[src/rtl/fcpu_pkg.sv]
// fcpu_pkg: shared types and constants for serial_dram_cmd.
//   - state_e     : sequencer states (S_ACK exists only when the
//                   SERIAL_DRAM_CMD_WRITE_ACK_EN macro is defined)
//   - OPC_*       : host opcode bytes
//   - ACK_BYTE    : byte returned after a completed write (ACK build)
//   - APP_CMD_*   : DDR3 controller app_cmd encodings
package fcpu_pkg;

  typedef enum logic [2:0] {
    S_IDLE     = 3'd0,
    S_ADDR     = 3'd1,
    S_DATA     = 3'd2,
    S_WR_ISSUE = 3'd3,
    S_RD_ISSUE = 3'd4,
    S_RD_WAIT  = 3'd5,
    S_TX       = 3'd6
`ifdef SERIAL_DRAM_CMD_WRITE_ACK_EN
    ,S_ACK     = 3'd7
`endif
  } state_e;

  localparam logic [7:0] OPC_WRITE  = 8'h57;
  localparam logic [7:0] OPC_READ   = 8'h52;
  localparam logic [7:0] ACK_BYTE   = 8'h4B;
  localparam logic [2:0] APP_CMD_WR = 3'b000;
  localparam logic [2:0] APP_CMD_RD = 3'b001;

endpackage

[src/rtl/serial_dram_cmd.sv]
// serial_dram_cmd: byte-stream command parser / sequencer in front of the
// DDR3 controller app interface (ui_clk domain).
//   Host protocol (MSB first):
//     'W' A3 A2 A1 A0 D3 D2 D1 D0 -> write 32-bit word at byte address A
//     'R' A3 A2 A1 A0             -> read; reply D3 D2 D1 D0 on tx
//   Ports:
//     ui_clk, sys_rst (sync, active-low), init_calib_complete
//     rx_data/rx_valid/rx_ready      : inbound byte stream
//     tx_data/tx_valid/tx_ready      : outbound byte stream
//     app_addr/app_cmd/app_en/app_rdy: controller command channel
//     app_wdf_data/wren/end/mask/rdy : controller write data channel
//     app_rd_data/app_rd_data_valid  : controller read return
//     busy                           : sequencer not idle
//   Build option: define SERIAL_DRAM_CMD_WRITE_ACK_EN to return 'K' (0x4B)
//   on tx after every completed write.
module serial_dram_cmd
  import fcpu_pkg::*;
#(
  parameter int APP_ADDR_W = 28,
  parameter int APP_DATA_W = 128,
  parameter int APP_MASK_W = 16
) (
  input  logic                  ui_clk,
  input  logic                  sys_rst,
  input  logic                  init_calib_complete,
  input  logic [7:0]            rx_data,
  input  logic                  rx_valid,
  output logic                  rx_ready,
  output logic [7:0]            tx_data,
  output logic                  tx_valid,
  input  logic                  tx_ready,
  output logic [APP_ADDR_W-1:0] app_addr,
  output logic [2:0]            app_cmd,
  output logic                  app_en,
  input  logic                  app_rdy,
  output logic [APP_DATA_W-1:0] app_wdf_data,
  output logic                  app_wdf_wren,
  output logic                  app_wdf_end,
  output logic [APP_MASK_W-1:0] app_wdf_mask,
  input  logic                  app_wdf_rdy,
  input  logic [APP_DATA_W-1:0] app_rd_data,
  input  logic                  app_rd_data_valid,
  output logic                  busy
);

  // Burst-aligned controller address (16-bit units) for a byte address.
  function automatic logic [APP_ADDR_W-1:0] map_addr(input logic [31:0] a);
    return {a[APP_ADDR_W:4], 3'b000};
  endfunction

  // Enable only the four byte lanes of the addressed 32-bit word.
  function automatic logic [APP_MASK_W-1:0] lane_mask(input logic [1:0] lane);
    logic [APP_MASK_W-1:0] m;
    m = '1;
    m[{lane, 2'b00} +: 4] = 4'b0000;
    return m;
  endfunction

  state_e                state_q, state_d;
  logic                  is_wr_q, is_wr_d;
  logic [1:0]            cnt_q, cnt_d;
  logic [31:0]           addr_q, addr_d;
  logic [31:0]           data_q, data_d;
  logic                  tx_valid_q, tx_valid_d;
  logic [7:0]            tx_data_q, tx_data_d;
  logic                  app_en_q, app_en_d;
  logic [2:0]            app_cmd_q, app_cmd_d;
  logic [APP_ADDR_W-1:0] app_addr_q, app_addr_d;
  logic [APP_DATA_W-1:0] wdf_data_q, wdf_data_d;
  logic [APP_MASK_W-1:0] wdf_mask_q, wdf_mask_d;
  logic                  wren_q, wren_d;
  logic                  busy_q, busy_d;
  logic                  rx_ready_s;
  logic [31:0]           addr_next_s, data_next_s, rd_word_s;
  logic                  unused_addr_s;

  // Address bits above the controller range and below the word are unused.
  assign unused_addr_s = ^{addr_q[31:APP_ADDR_W+1], addr_q[1:0]};

  // rx_ready is decoded from the registered state; gated off during reset.
  assign rx_ready     = rx_ready_s & sys_rst;
  assign tx_data      = tx_data_q;
  assign tx_valid     = tx_valid_q;
  assign app_addr     = app_addr_q;
  assign app_cmd      = app_cmd_q;
  assign app_en       = app_en_q;
  assign app_wdf_data = wdf_data_q;
  assign app_wdf_wren = wren_q;
  assign app_wdf_end  = wren_q;
  assign app_wdf_mask = wdf_mask_q;
  assign busy         = busy_q;

  // Next-state and next-output logic for the sequencer.
  always_comb begin
    state_d     = state_q;
    is_wr_d     = is_wr_q;
    cnt_d       = cnt_q;
    addr_d      = addr_q;
    data_d      = data_q;
    tx_valid_d  = tx_valid_q;
    tx_data_d   = tx_data_q;
    app_en_d    = app_en_q;
    app_cmd_d   = app_cmd_q;
    app_addr_d  = app_addr_q;
    wdf_data_d  = wdf_data_q;
    wdf_mask_d  = wdf_mask_q;
    wren_d      = wren_q;
    rx_ready_s  = 1'b0;
    addr_next_s = {addr_q[23:0], rx_data};
    data_next_s = {data_q[23:0], rx_data};
    rd_word_s   = app_rd_data[{addr_q[3:2], 5'b00000} +: 32];

    case (state_q)
      S_IDLE: begin
        rx_ready_s = init_calib_complete;
        // Unknown opcodes are consumed here and simply not acted on.
        if (rx_valid && init_calib_complete &&
            (rx_data == OPC_WRITE || rx_data == OPC_READ)) begin
          is_wr_d = (rx_data == OPC_WRITE);
          cnt_d   = 2'd0;
          state_d = S_ADDR;
        end else begin
          state_d = S_IDLE;
        end
      end
      S_ADDR: begin
        rx_ready_s = 1'b1;
        if (rx_valid) begin
          addr_d = addr_next_s;
          cnt_d  = cnt_q + 2'd1;
          if (cnt_q == 2'd3) begin
            if (is_wr_q) begin
              state_d = S_DATA;
            end else begin
              state_d    = S_RD_ISSUE;
              app_en_d   = 1'b1;
              app_cmd_d  = APP_CMD_RD;
              app_addr_d = map_addr(addr_next_s);
            end
          end else begin
            state_d = S_ADDR;
          end
        end else begin
          state_d = S_ADDR;
        end
      end
      S_DATA: begin
        rx_ready_s = 1'b1;
        if (rx_valid) begin
          data_d = data_next_s;
          cnt_d  = cnt_q + 2'd1;
          if (cnt_q == 2'd3) begin
            state_d    = S_WR_ISSUE;
            app_en_d   = 1'b1;
            wren_d     = 1'b1;
            app_cmd_d  = APP_CMD_WR;
            app_addr_d = map_addr(addr_q);
            wdf_data_d = {4{data_next_s}};
            wdf_mask_d = lane_mask(addr_q[3:2]);
          end else begin
            state_d = S_DATA;
          end
        end else begin
          state_d = S_DATA;
        end
      end
      S_WR_ISSUE: begin
        // Command and data channels complete independently.
        if (app_en_q && app_rdy) begin
          app_en_d = 1'b0;
        end else begin
          app_en_d = app_en_q;
        end
        if (wren_q && app_wdf_rdy) begin
          wren_d = 1'b0;
        end else begin
          wren_d = wren_q;
        end
        if ((!app_en_q || app_rdy) && (!wren_q || app_wdf_rdy)) begin
`ifdef SERIAL_DRAM_CMD_WRITE_ACK_EN
          state_d    = S_ACK;
          tx_valid_d = 1'b1;
          tx_data_d  = ACK_BYTE;
`else
          state_d    = S_IDLE;
`endif
        end else begin
          state_d = S_WR_ISSUE;
        end
      end
      S_RD_ISSUE: begin
        if (app_rdy) begin
          app_en_d = 1'b0;
          state_d  = S_RD_WAIT;
        end else begin
          state_d  = S_RD_ISSUE;
        end
      end
      S_RD_WAIT: begin
        // First reply byte goes out directly; the rest is kept left-aligned.
        if (app_rd_data_valid) begin
          tx_valid_d = 1'b1;
          tx_data_d  = rd_word_s[31:24];
          data_d     = {rd_word_s[23:0], 8'h00};
          cnt_d      = 2'd0;
          state_d    = S_TX;
        end else begin
          state_d = S_RD_WAIT;
        end
      end
      S_TX: begin
        if (tx_ready) begin
          if (cnt_q == 2'd3) begin
            tx_valid_d = 1'b0;
            state_d    = S_IDLE;
          end else begin
            tx_data_d = data_q[31:24];
            data_d    = {data_q[23:0], 8'h00};
            cnt_d     = cnt_q + 2'd1;
            state_d   = S_TX;
          end
        end else begin
          state_d = S_TX;
        end
      end
`ifdef SERIAL_DRAM_CMD_WRITE_ACK_EN
      S_ACK: begin
        if (tx_ready) begin
          tx_valid_d = 1'b0;
          state_d    = S_IDLE;
        end else begin
          state_d = S_ACK;
        end
      end
`endif
      default: begin
        state_d    = S_IDLE;
        tx_valid_d = 1'b0;
        app_en_d   = 1'b0;
        wren_d     = 1'b0;
      end
    endcase

    busy_d = (state_d != S_IDLE);
  end

  // State and output registers with synchronous active-low reset.
  always_ff @(posedge ui_clk) begin
    if (!sys_rst) begin
      state_q    <= S_IDLE;
      is_wr_q    <= 1'b0;
      cnt_q      <= 2'd0;
      addr_q     <= 32'd0;
      data_q     <= 32'd0;
      tx_valid_q <= 1'b0;
      tx_data_q  <= 8'd0;
      app_en_q   <= 1'b0;
      app_cmd_q  <= 3'b000;
      app_addr_q <= '0;
      wdf_data_q <= '0;
      wdf_mask_q <= '1;
      wren_q     <= 1'b0;
      busy_q     <= 1'b0;
    end else begin
      state_q    <= state_d;
      is_wr_q    <= is_wr_d;
      cnt_q      <= cnt_d;
      addr_q     <= addr_d;
      data_q     <= data_d;
      tx_valid_q <= tx_valid_d;
      tx_data_q  <= tx_data_d;
      app_en_q   <= app_en_d;
      app_cmd_q  <= app_cmd_d;
      app_addr_q <= app_addr_d;
      wdf_data_q <= wdf_data_d;
      wdf_mask_q <= wdf_mask_d;
      wren_q     <= wren_d;
      busy_q     <= busy_d;
    end
  end

endmodule

[config.mk]
export PLATFORM = sky130hd
export DESIGN_NAME = serial_dram_cmd
export DESIGN_NICKNAME = d
export VERILOG_FILES = /design/src/rtl/fcpu_pkg.sv /design/src/rtl/serial_dram_cmd.sv
export SDC_FILE = /design/constraint.sdc
export NUM_CORES = 1
export LEC_CHECK = 0
export CAP_MARGIN = 5
export CORE_UTILIZATION = 35
export CTS_CLUSTER_DIAMETER = 200
export DETAILED_ROUTE_END_ITERATION = 6
export HOLD_SLACK_MARGIN = 0.02
export PLACE_DENSITY = 0.74
export SYNTH_ARGS = -nofsm -noshare
export SYNTH_HDL_FRONTEND = slang
export SYNTH_SLANG_ARGS = --single-unit
[constraint.sdc]
create_clock -name ui_clk -period 1.65 [get_ports ui_clk]
set_clock_uncertainty 0.1 [all_clocks]
set_input_delay 0.33 -clock ui_clk [delete_from_list [all_inputs] [get_ports ui_clk]]
set_output_delay 0.33 -clock ui_clk [all_outputs]
set_load 0.01 [all_outputs]
* Yosys cells after proc, flatten, opt, wreduce, memory -nomap -nowiden
Cells that the tools add are included.
Storage, ports and cells: flip-flop bits (word level) 254, bits of input ports 144, output and inout bits 189, logic and storage cells 132
Operators by class: $add $sub $neg 2, eq/ne operators 23, shifts and indexed selects 3, mux-type cells 54, bitwise logic cells 6, reduce and logical (&&, ||, !) cells 30
Operators with widths (number):
- $mux W28 | 5
- $mux W32 | 4
- $shiftx A128 B8 Y32 | 1
- $pmux W32 S3 | 1
- $pmux W28 S2 | 1
- $mux W3 | 11
- $ne A2 B2 Y1 const B | 13
- $mux W8 | 3
- $pmux W3 S7 | 1
- $eq A8 B7 Y1 const B | 2
- $not A16 Y16 | 1
- $or A16 B16 Y16 | 1
- $pmux W8 S2 | 1
- $shift A4 B6 Y16 const A | 1
- $shiftx A4 B6 Y16 const A | 1
- $mux W1 | 14
- $mux W2 | 7
- $reduce_and A4 Y1 | 3
- $reduce_and A6 Y1 | 2
- $reduce_or A5 Y1 | 2
- $eq A3 B3 Y1 const B | 3
- $pmux W2 S4 | 1
- $reduce_and A8 Y1 | 1
- $eq A3 B2 Y1 const B | 2
- other kinds (23) | 36

* Logic depth before layout (Yosys ltp)
Gate-level depths: netlist of the first run.
word-level depth 6, depth in mapped cells 8, mapped depth without buffers 6

* Worst setup path before layout of the first run
OpenSTA, ideal clock, no wires.
path type reg2out, from reg state_q[2], to out rx_ready, data arrival time 1296 ps, data required time 1220 ps, slack -76 ps, cell stages (with the launch flop) 5, path buffers 3, cell sequence dfxtp_1 -> buf_6 -> clkbuf_1 -> clkbuf_1 -> nor4b_1
Between the ends: word-level cells in the longest chain between the ends 4, elaborated cells on any way between the ends 6, those cells by class eq/ne (2); mux (1); bitwise (1); reduce/logical (2)
RTL lines:
- start: declaration | RTL line serial_dram_cmd.sv:59 | state_e state_q, state_d;
- start signal: assignment | RTL line serial_dram_cmd.sv:265 | state_q <= state_d;
- $eq A3 B2 Y1 or $eq A3 B1 Y1 (tied branches) | RTL line serial_dram_cmd.sv:113 | case (state_q)
- $reduce_or A2 Y1 (no source line)
- $pmux W1 S2 * | RTL line serial_dram_cmd.sv:113
- $and A1 B1 Y1 * | RTL line serial_dram_cmd.sv:81 | assign rx_ready = rx_ready_s & sys_rst;
- end: declaration | RTL line serial_dram_cmd.sv:28 | output logic rx_ready,
Mark *: on every way between the ends. The rest lies on a longest branch, timed or not.

* Worst setup path in the final report of the first run
from reg state_q[1], to reg data_q[6]
Between the ends: word-level cells in the longest chain between the ends 3, elaborated cells on any way between the ends 10, those cells by class eq/ne (7); mux (1); reduce/logical (2)
RTL lines:
- $eq A3 B2 Y1 or $eq A3 B3 Y1 (tied branches) | RTL line serial_dram_cmd.sv:113
- $ne A2 B2 Y1 (no source line) or $reduce_bool A3 Y1 (tied branches)
- $reduce_and A5 Y1 (no source line)
- end signal: assignment | RTL line serial_dram_cmd.sv:269 | data_q <= data_d;
- end: declaration | RTL line serial_dram_cmd.sv:63 | logic [31:0] data_q, data_d;
Parallel ways exist; a longest one is shown, timed or not. A chain may end at the register's enable or synchronous reset.

==> flow_metrics.py, run 1 <==
metrics = {
    "global_routing": {
        "grt.overflow.total": 0,
        "first_global_vias": 7362,
        "antenna_found_initial": 1,
        "grt_max_degree": 100,
        "grtUsageTotal": 0.244,
        "grt_pass1_wl_um": 40800,
    },
    "route": {
        "wl_per_cell_um": 19.3,
        "first_pass_iters": 5,
        "drtAntennaViolNets": 0,
        "drt_first_iter_violations": 439,
        "via_count": 7448,
        "drc": 0,
        "routed_via_density": 5.18,
        "wirelength_um": 27700,
    },
    "synthesis": {
        "ys_warn_count": 0,
        "ys.flop_type": "dfxtp_1",
        "async_flop_share": 0,
        "syn_area_um2": 7390,
        "ys_ff_latch": 141,
        "synth_edf_count": 0,
        "ys_seq_area_frac": 0.382,
        "synth_area_per_cell_um2": 8.79,
        "synth_cells": 841,
        "synthDistinctLibCells": 47,
    },
    "power": {
        "p_int_w": 0.00625,
        "combPwrFrac": 0.075,
        "finalPower_w": 0.00805,
        "pwr-share-clk": 0.503,
        "swShare": 0.224,
        "switchingPower_w": 0.00181,
        "seq_power_share": 0.422,
        "leakage_nw": 5.45,
        "peakVddDrop_mv": 0.619,
        "power.density_nw_per_um2": 617,
    },
    "clock_network": {
        "clk_path_buf_depth": 2,
        "cts.htree.levels": 4,
        "cts_sinks": 141,
        "root_buffer": "clkbuf_16",
        "cts_tree": "done",
        "cts_hold_buf": 0,
        "worstSkewPairLatency_ps": 430,
        "cts_buffers": 17,
        "path_clk_slew_ps": 60,
    },
    "final_layout": {
        "layout_common_cells": "dlygate4sd2_1, clkdlybuf4s50_1, nand2_1",
        "area_growth_pct": 76.5,
        "finalNetCount": 1299,
        "design_area_um2": 13000,
        "mostFrequentLayoutCell": "dlygate4sd2_1",
        "drive_gt1_frac": 0.335,
    },
    "timing": {
        "max_freq_ghz": 0.526,
        "hold_viol": 0,
        "relSlewSlack": 0.431,
        "holdWs_ps": 333,
        "final.period_utilization": 1.15,
        "rsz0062_at_grt": "yes",
        "final.setup.worst_slack_ps": -250,
        "fin_tns_setup_ps": -16960,
        "worst_pin_slew_ps": 853,
        "period_needed_ps": 1900,
        "setup-violations-final": 140,
        "slew_violations": 0,
    },
    "critical_path": {
        "crit_arrival_ps": 2070,
        "path_class": "flop to flop",
        "cp_max_fo": 6,
        "worstPathRequired_ps": 1820,
        "worst_setup_path_start_kind": "flop",
        "r2r_cells": 9,
        "end_kind": "flop",
    },
    "floorplanning": {
        "die_w_um": 147,
        "io_pins": 333,
        "die_h_um": 147,
        "start_util": 0.361,
        "rows": 52,
        "die_area_um2": 21700,
        "fp.coreArea_um2": 20500,
    },
    "placement": {
        "io_buffers": 327,
        "placed_area_um2": 10600,
        "dp_hpwl_um": 17400,
        "place.gp.congestion": 0.809,
        "pre_cts_ws_ps": -678,
    },
    "status": {
        "violations": "setup timing",
        "status": "finished with violations",
    },
    "job": {
        "drv_cap": 0,
    },
    "worst_hold_path": {
        "hold_path.class": "input port to flop",
        "hold_depth": 4,
    },
}
==> registers in the layout, summed over array words and instances, names as in the netlist <==
name / flops
addr_q: 29
app_cmd: 1
data_q: 32
state_q: 3
app_wdf_end: 1
tx_valid: 1
app_en: 1
cnt_q: 2
tx_data: 8
app_wdf_mask: 4
busy: 1
app_wdf_data: 32
app_addr: 25
is_wr_q: 1
==> worst max-delay path, stage by stage, from the launching register on <==
cell       delay (ps)
dfxtp_4           360
buf_6             130
buf_6             100
and2b_2           260
o21ai_4            70
a22oi_4           220
buf_8             190
clkbuf_16         150
nand2b_1          100
a21oi_1            60
==> power by group through the flow <==
stage / Sequential [W] / Combinational, W / Clock, W
2_1_floorplan: 0.00348 / 0.000144 / 0
3_3_place_gp: 0.00348 / 0.000562 / 0
3_5_place_dp: 0.00348 / 0.000569 / 0
4_1_cts: 0.00340 / 0.000586 / 0.00406
5_1_grt: 0.00340 / 0.000629 / 0.00424
6_report: 0.00340 / 0.000601 / 0.00405
==> cell type report <==
cell class,count,area (um2)
multi-input combinational,525,4240
fill,1600,7450
sequential,141,2870
timing repair buffer,464,4960
clock buffer,18,439
antenna,1,2.50
tap,270,338
clock inverter,14,178
inverter,5,20.0
==> Yosys cell counts (all sizes together) (2+ instances only) <==
master	n	share of area
dfxtp	141	0.38
mux2i	46	0.062
or3	2	0.0017
nand3b	2	0.0020
a31oi	11	0.0093
mux4	32	0.097
a21oi	100	0.068
inv	5	0.0025
nand2	159	0.081
and2	2	0.0017
buf	147	0.14
and2b	2	0.0020
nand3	15	0.010
o21ai	48	0.034
nor3	7	0.0063
a311oi	8	0.0095
clkbuf	28	0.014
a22oi	2	0.0039
nor3b	4	0.0047
nor2	35	0.018
nand2b	10	0.0085
a211oi	19	0.019
==> kinds of logic (layout without fill, tap and decap cells) <==
group,Yosys count,after routing,share of synthesized area
DFF,141,141,0.382
and+or+nand+nor,245,246,0.143
AOI/OAI and AO/OA,194,194,0.151
xor gates and xnor gates,1,1,0.00119
muxes,78,78,0.160
adders and majority gates,1,1,0.00169
buffers and inverters,180,501,0.161
other,1,6,0.000507
==> worst paths after layout <==
check,startpoint,endpoint,slack [ps]
worst max-delay path,state_q[1],data_q[6],-250
worst min-delay path,sys_rst,state_q[1],330
worst max register to register,state_q[1],data_q[6],-250
worst min register to register,addr_q[27],addr_q[27],350
==> metrics by stage <==
stage,std cells,util
global placement,1338,0.517
floorplan,845,-
CTS,1425,0.609
detailed placement,1338,0.517
finish,1438,0.637
global route,1437,0.636
==> metal layers <==
metal | vias to the layer above | part of all wire | GRT usage | wire [um]
met1 | 3626 | 0.41 | 0.308 | 11400
met5 | - | 0 | 0 | 0
li1 | 3447 | - | - | -
met2 | 327 | 0.50 | 0.410 | 13900
met3 | 48 | 0.061 | 0.0460 | 1690
met4 | 0 | 0.025 | 0.0918 | 697
==> timing repair <==
item / CTS / global route
buffers inserted: 35 / 15
setup endpoints to repair: 322 / 141
cloned: 22 / 4
resized for setup: 396 / 109
pin swaps: 48 / 39
(Power assumes the default switching activity.)
==> run 2, diff against run 1 <==
--- a/config.mk
+++ b/config.mk
@@ -11,6 +11,7 @@
 export DETAILED_ROUTE_END_ITERATION = 6
 export HOLD_SLACK_MARGIN = 0.02
 export PLACE_DENSITY = 0.74
+export REMOVE_ABC_BUFFERS = 1
 export SYNTH_ARGS = -nofsm -noshare
 export SYNTH_HDL_FRONTEND = slang
 export SYNTH_SLANG_ARGS = --single-unit
==> flow_metrics.py, run 2 (synthesis gave the netlist of run 1 again) <==
metrics = {
    "clock_network": {
        "cts.htree.levels": 4,
        "cts_sinks": 141,
        "cts_tree": "done",
        "cts_hold_buf": 0,
        "root_buffer": "clkbuf_16",
        "cts_buffers": 17,
        "clk_path_buf_depth": 2,
        "path_clk_slew_ps": 60,
        "worstSkewPairLatency_ps": 420,
    },
    "timing": {
        "period_needed_ps": 1910,
        "relSlewSlack": 0.609,
        "hold_viol": 0,
        "holdWs_ps": 289,
        "max_freq_ghz": 0.524,
        "worst_pin_slew_ps": 587,
        "final.setup.worst_slack_ps": -259,
        "slew_violations": 0,
        "rsz0062_at_grt": "yes",
        "final.period_utilization": 1.16,
        "fin_tns_setup_ps": -20940,
        "setup-violations-final": 136,
    },
    "critical_path": {
        "r2r-end": "addr_q[22]",
        "crit_arrival_ps": 2170,
        "worst_setup_path_start_kind": "flop",
        "cp_max_fo": 7,
        "crit_path_end": "addr_q[22]",
        "end_kind": "flop",
        "worstPathRequired_ps": 1910,
        "critPathLaunch": "state_q[1]",
        "path_class": "flop to flop",
        "r2r_start": "state_q[1]",
        "r2r_cells": 10,
        "reg2reg_setup_slack_ps": -260,
    },
    "final_layout": {
        "finalNetCount": 1299,
        "n_fill_cell": 1559,
        "drive_gt1_frac": 0.420,
        "register_area_um2": 2870,
        "layout_common_cells": "dlygate4sd2_1, clkdlybuf4s50_1, dfxtp_1",
        "design_area_um2": 13400,
        "multiInputGateArea_um2": 4790,
        "diodes": 0,
        "mostFrequentLayoutCell": "dlygate4sd2_1",
        "area_growth_pct": 81.5,
    },
    "route": {
        "drtAntennaViolNets": 0,
        "wl_per_cell_um": 19.6,
        "first_pass_iters": 5,
        "drc": 0,
        "routed_via_density": 5.20,
        "wirelength_um": 28200,
        "via_count": 7467,
        "drt_first_iter_violations": 379,
    },
    "floorplanning": {
        "die_w_um": 147,
        "rows": 52,
        "die_h_um": 147,
        "die_area_um2": 21700,
        "fp.coreArea_um2": 20500,
        "io_pins": 333,
        "start_util": 0.361,
    },
    "status": {
        "violations": "setup timing",
        "status": "finished with violations",
    },
    "global_routing": {
        "first_global_vias": 7344,
        "grt_pass1_wl_um": 40800,
        "grt_max_degree": 47,
        "grtUsageTotal": 0.245,
        "grt.overflow.total": 0,
        "antenna_found_initial": 0,
    },
    "placement": {
        "io_buffers": 327,
        "place.gp.congestion": 0.885,
        "dp_hpwl_um": 17500,
        "placed_area_um2": 10700,
    },
    "power": {
        "power.density_nw_per_um2": 586,
        "peakVddDrop_mv": 0.541,
        "leakage_nw": 5.63,
    },
    "worst_hold_path": {
        "hold_path.class": "input port to flop",
    },
    "job": {
        "drv_cap": 0,
    },
}
run 2: area by class of cell:
cell class / instances / area share
clock buffers: 21 / 0.0358
clock inverters: 10 / 0.00849
inverters: 5 / 0.00149
multi-input cells: 525 / 0.357
flip-flops and latches: 141 / 0.214
well taps: 270 / 0.0252
repair buffers: 464 / 0.358
run 2: critical path, stage by stage (launching register included):
cell and delay (ps):
dfxtp_4 360, buf_6 110, buf_12 100, and2b_2 260, buf_6 140, buf_6 100
nand3b_1 100, buf_6 180, buf_12 170, nand2_4 70, a21oi_4 160
run 2: worst min-delay path by stage:
stage	from	endpoint	slack, ps	cells after the start
after CTS	addr_q[24]	addr_q[24]	370	2
after global routing	rx_data[3]	addr_q[3]	300	4
after floorplan	sys_rst	app_wdf_mask[11]	310	1
after global placement	addr_q[26]	addr_q[26]	340	2
after detailed placement	addr_q[24]	addr_q[24]	350	2
final	rx_data[3]	data_q[3]	290	4
run 2: layer usage:
metal | up-vias | global-route usage | wire (um)
li1 | 3458 | - | -
met1 | 3677 | 0.302 | 11300
met2 | 288 | 0.436 | 14800
met3 | 44 | 0.0447 | 1390
met4 | 0 | 0.0665 | 682
met5 | - | 0 | 0
run 2: report_power, final:
part           leakage [nW]  internal [W]  switching [W]
registers              1.15       0.00340    0.000000591
logic                  4.19      0.000403       0.000222
clock network         0.295       0.00237        0.00147
run 2: stage by stage:
| stage | instances | total power [W] | utilization | setup slack (ps) |
|---|---|---|---|---|
| after floorplan | 670 | 0.00360 | - | -2120 |
| after global placement | 1354 | 0.00405 | 0.521 | -825 |
| after detailed placement | 1354 | 0.00406 | 0.521 | -837 |
| after CTS | 1434 | 0.00788 | 0.615 | -233 |
| after global routing | 1436 | 0.00811 | 0.655 | -307 |
| final | 1436 | 0.00786 | 0.655 | -259 |
run 2: what timing repair did:
item / in CTS / in global routing
gates cloned: 15 / 5
setup endpoints to repair: 321 / 140
setup buffers: 36 / 10
pin swaps: 102 / 65
gates resized for setup: 441 / 206
==> run 3, diff against run 2 <==
--- a/config.mk
+++ b/config.mk
@@ -7,11 +7,13 @@
 export LEC_CHECK = 0
 export CAP_MARGIN = 5
 export CORE_UTILIZATION = 35
+export CTS_BUF_LIST = sky130_fd_sc_hd__clkbuf_8
 export CTS_CLUSTER_DIAMETER = 200
 export DETAILED_ROUTE_END_ITERATION = 6
 export HOLD_SLACK_MARGIN = 0.02
 export PLACE_DENSITY = 0.74
 export REMOVE_ABC_BUFFERS = 1
+export SLEW_MARGIN = 20
 export SYNTH_ARGS = -nofsm -noshare
 export SYNTH_HDL_FRONTEND = slang
 export SYNTH_SLANG_ARGS = --single-unit
==> flow_metrics.py, run 3 (synthesis gave the netlist of run 1 again) <==
metrics = {
    "status": {
        "status": "finished with violations",
        "violations": "setup timing",
    },
    "critical_path": {
        "cp.buffers_inverters": 5,
        "r2r-end": "app_wdf_data[110]",
        "crit_slowest_cell": "dfxtp_4",
        "crit_chain": "buf_12 > nand2b_4 > buf_6 > buf_6 > nor3_4 > buf_6 > buf_12 > nand2_4 > a21oi_2",
        "cpMostUsedCell": "buf_6",
        "end_kind": "flop",
        "r2r_cells": 9,
        "worstPathRequired_ps": 1920,
        "path_class": "flop to flop",
        "worst_setup_path_start_kind": "flop",
        "r2r_start": "state_q[0]",
        "crit_arrival_ps": 2130,
        "cpLargestDelayFamily": "buffers and inverters",
        "reg2reg_setup_slack_ps": -210,
        "max_stage_delay_ps": 380,
        "cp_max_fo": 7,
    },
    "global_routing": {
        "first_global_vias": 7144,
        "gr-usage-met1": 0.287,
        "grt_max_degree": 47,
        "use_met2": 0.408,
        "grt_use_met3": 0.0460,
        "grt.overflow.total": 0,
        "antenna_found_initial": 0,
        "grtUsageTotal": 0.233,
        "busiest_layer": "met2",
        "grt_pass1_wl_um": 39000,
    },
    "route": {
        "routed_via_density": 5.13,
        "wl_per_cell_um": 18.9,
        "drt_first_iter_violations": 459,
        "via_count": 7383,
        "first_pass_iters": 5,
        "drtAntennaViolNets": 0,
        "wirelength_um": 27100,
        "drc": 0,
    },
    "worst_hold_path": {
        "hold_end": "addr_q[23]",
        "hold_start": "addr_q[23]",
        "hold_path.class": "flop to flop",
        "hold_depth": 2,
    },
    "final_layout": {
        "multiInputGateArea_um2": 4400,
        "finalNetCount": 1302,
        "area_growth_pct": 72.8,
        "drive_gt1_frac": 0.382,
        "diodes": 0,
        "final_core_util": 0.623,
        "layout_common_cells": "dlygate4sd2_1, clkdlybuf4s50_1, dfxtp_1",
        "mostFrequentLayoutCell": "dlygate4sd2_1",
        "n_fill_cell": 1670,
        "final_cells": 1439,
        "register_area_um2": 2880,
    },
    "clock_network": {
        "cts.htree.levels": 4,
        "worstSkewPairLatency_ps": 440,
        "cts_hold_buf": 0,
        "cts_sinks": 141,
        "cts_buffers": 17,
        "cts_tree": "done",
        "root_buffer": "clkbuf_8",
        "clk_path_buf_depth": 2,
        "path_clk_slew_ps": 80,
    },
    "floorplanning": {
        "rows": 52,
        "die_h_um": 147,
        "die_w_um": 147,
        "fp.coreArea_um2": 20500,
        "die_area_um2": 21700,
        "io_pins": 333,
        "start_util": 0.361,
    },
    "placement": {
        "pre_cts_ws_ps": -837,
        "io_buffers": 327,
        "place.gp.congestion": 0.885,
        "dp_cells": 1354,
        "dp_hpwl_um": 17500,
    },
    "timing": {
        "final.period_utilization": 1.13,
        "rsz0062_at_grt": "yes",
        "final.setup.worst_slack_ps": -212,
        "setup-violations-final": 136,
        "period_needed_ps": 1860,
        "worst_pin_slew_ps": 689,
        "hold_viol": 0,
        "max_freq_ghz": 0.537,
        "slew_violations": 0,
        "relSlewSlack": 0.541,
    },
    "power": {
        "finalPower_w": 0.00684,
        "leakage_nw": 5.56,
        "peakVddDrop_mv": 0.521,
        "power.density_nw_per_um2": 535,
    },
    "job": {
        "drv_cap": 0,
    },
}
==> run 3: cell count changes in the layout (fill, tap and decap cells not counted), moves of 9 or more <==
cell	change
clkbuf_16	-16
a21oi_1	+21
o21ai_2	+9
buf_12	-11
nor2_4	-16
nand2_1	+11
a21oi_2	-18
nand2_4	-16
o21ai_0	-9
clkbuf_8	+17
nor2_1	+13
==> run 3: per-layer routing <==
metal / vias to the layer above / part of all wire
met5: - / 0
met2: 284 / 0.53
met1: 3610 / 0.40
li1: 3454 / -
met4: 0 / 0.018
met3: 35 / 0.051
==> run 3: worst max path at each step <==
stage	from	end	cells past startpoint
2_1_floorplan	state_q[2]	data_q[0]	5
3_3_place_gp	sys_rst	rx_ready	5
3_5_place_dp	sys_rst	rx_ready	5
4_1_cts	state_q[1]	rx_ready	4
5_1_grt	state_q[1]	app_addr[3]	9
6_report	state_q[0]	app_wdf_data[110]	9
==> run 3: stage by stage <==
stage | area, um2 | hold slack [ps] | TNS (ps)
3_5_place_dp | 10700 | 348 | -59240
5_1_grt | 12800 | 377 | -26200
2_1_floorplan | 6240 | 306 | -212940
3_3_place_gp | 10700 | 342 | -58410
4_1_cts | 11900 | 356 | -12530
6_report | 12800 | 354 | -18710
==> run 3: final cells by class <==
type | count | area share
flip-flops and latches | 141 | 0.225
repair buffers | 468 | 0.371
clock inverters | 10 | 0.00892
clock buffers | 21 | 0.0226
well taps | 270 | 0.0265
multi-input cells | 524 | 0.345
inverters | 5 | 0.00157
==> run 3: worst reg2reg max path: stages, from the launching register on <==
cell and delay [ps]:
dfxtp_4 380, buf_12 140, nand2b_4 150, buf_6 130, buf_6 120, nor3_4 220
buf_6 190, buf_12 170, nand2_4 60, a21oi_2 140
==> run 3: timing repair <==
item	4_1_cts	5_1_grt
gates cloned	12	7
endpoints found under the setup margin	321	141
gates resized for setup	369	191
pin swaps	50	84
buffers inserted	32	11
==> run 3: where the power goes <==
| group | switching, W | internal [W] |
|---|---|---|
| Clock | 0.00133 | 0.00149 |
| Sequential | 0.000000524 | 0.00339 |
| Combinational | 0.000224 | 0.000402 |
| Total | 0.00155 | 0.00529 |
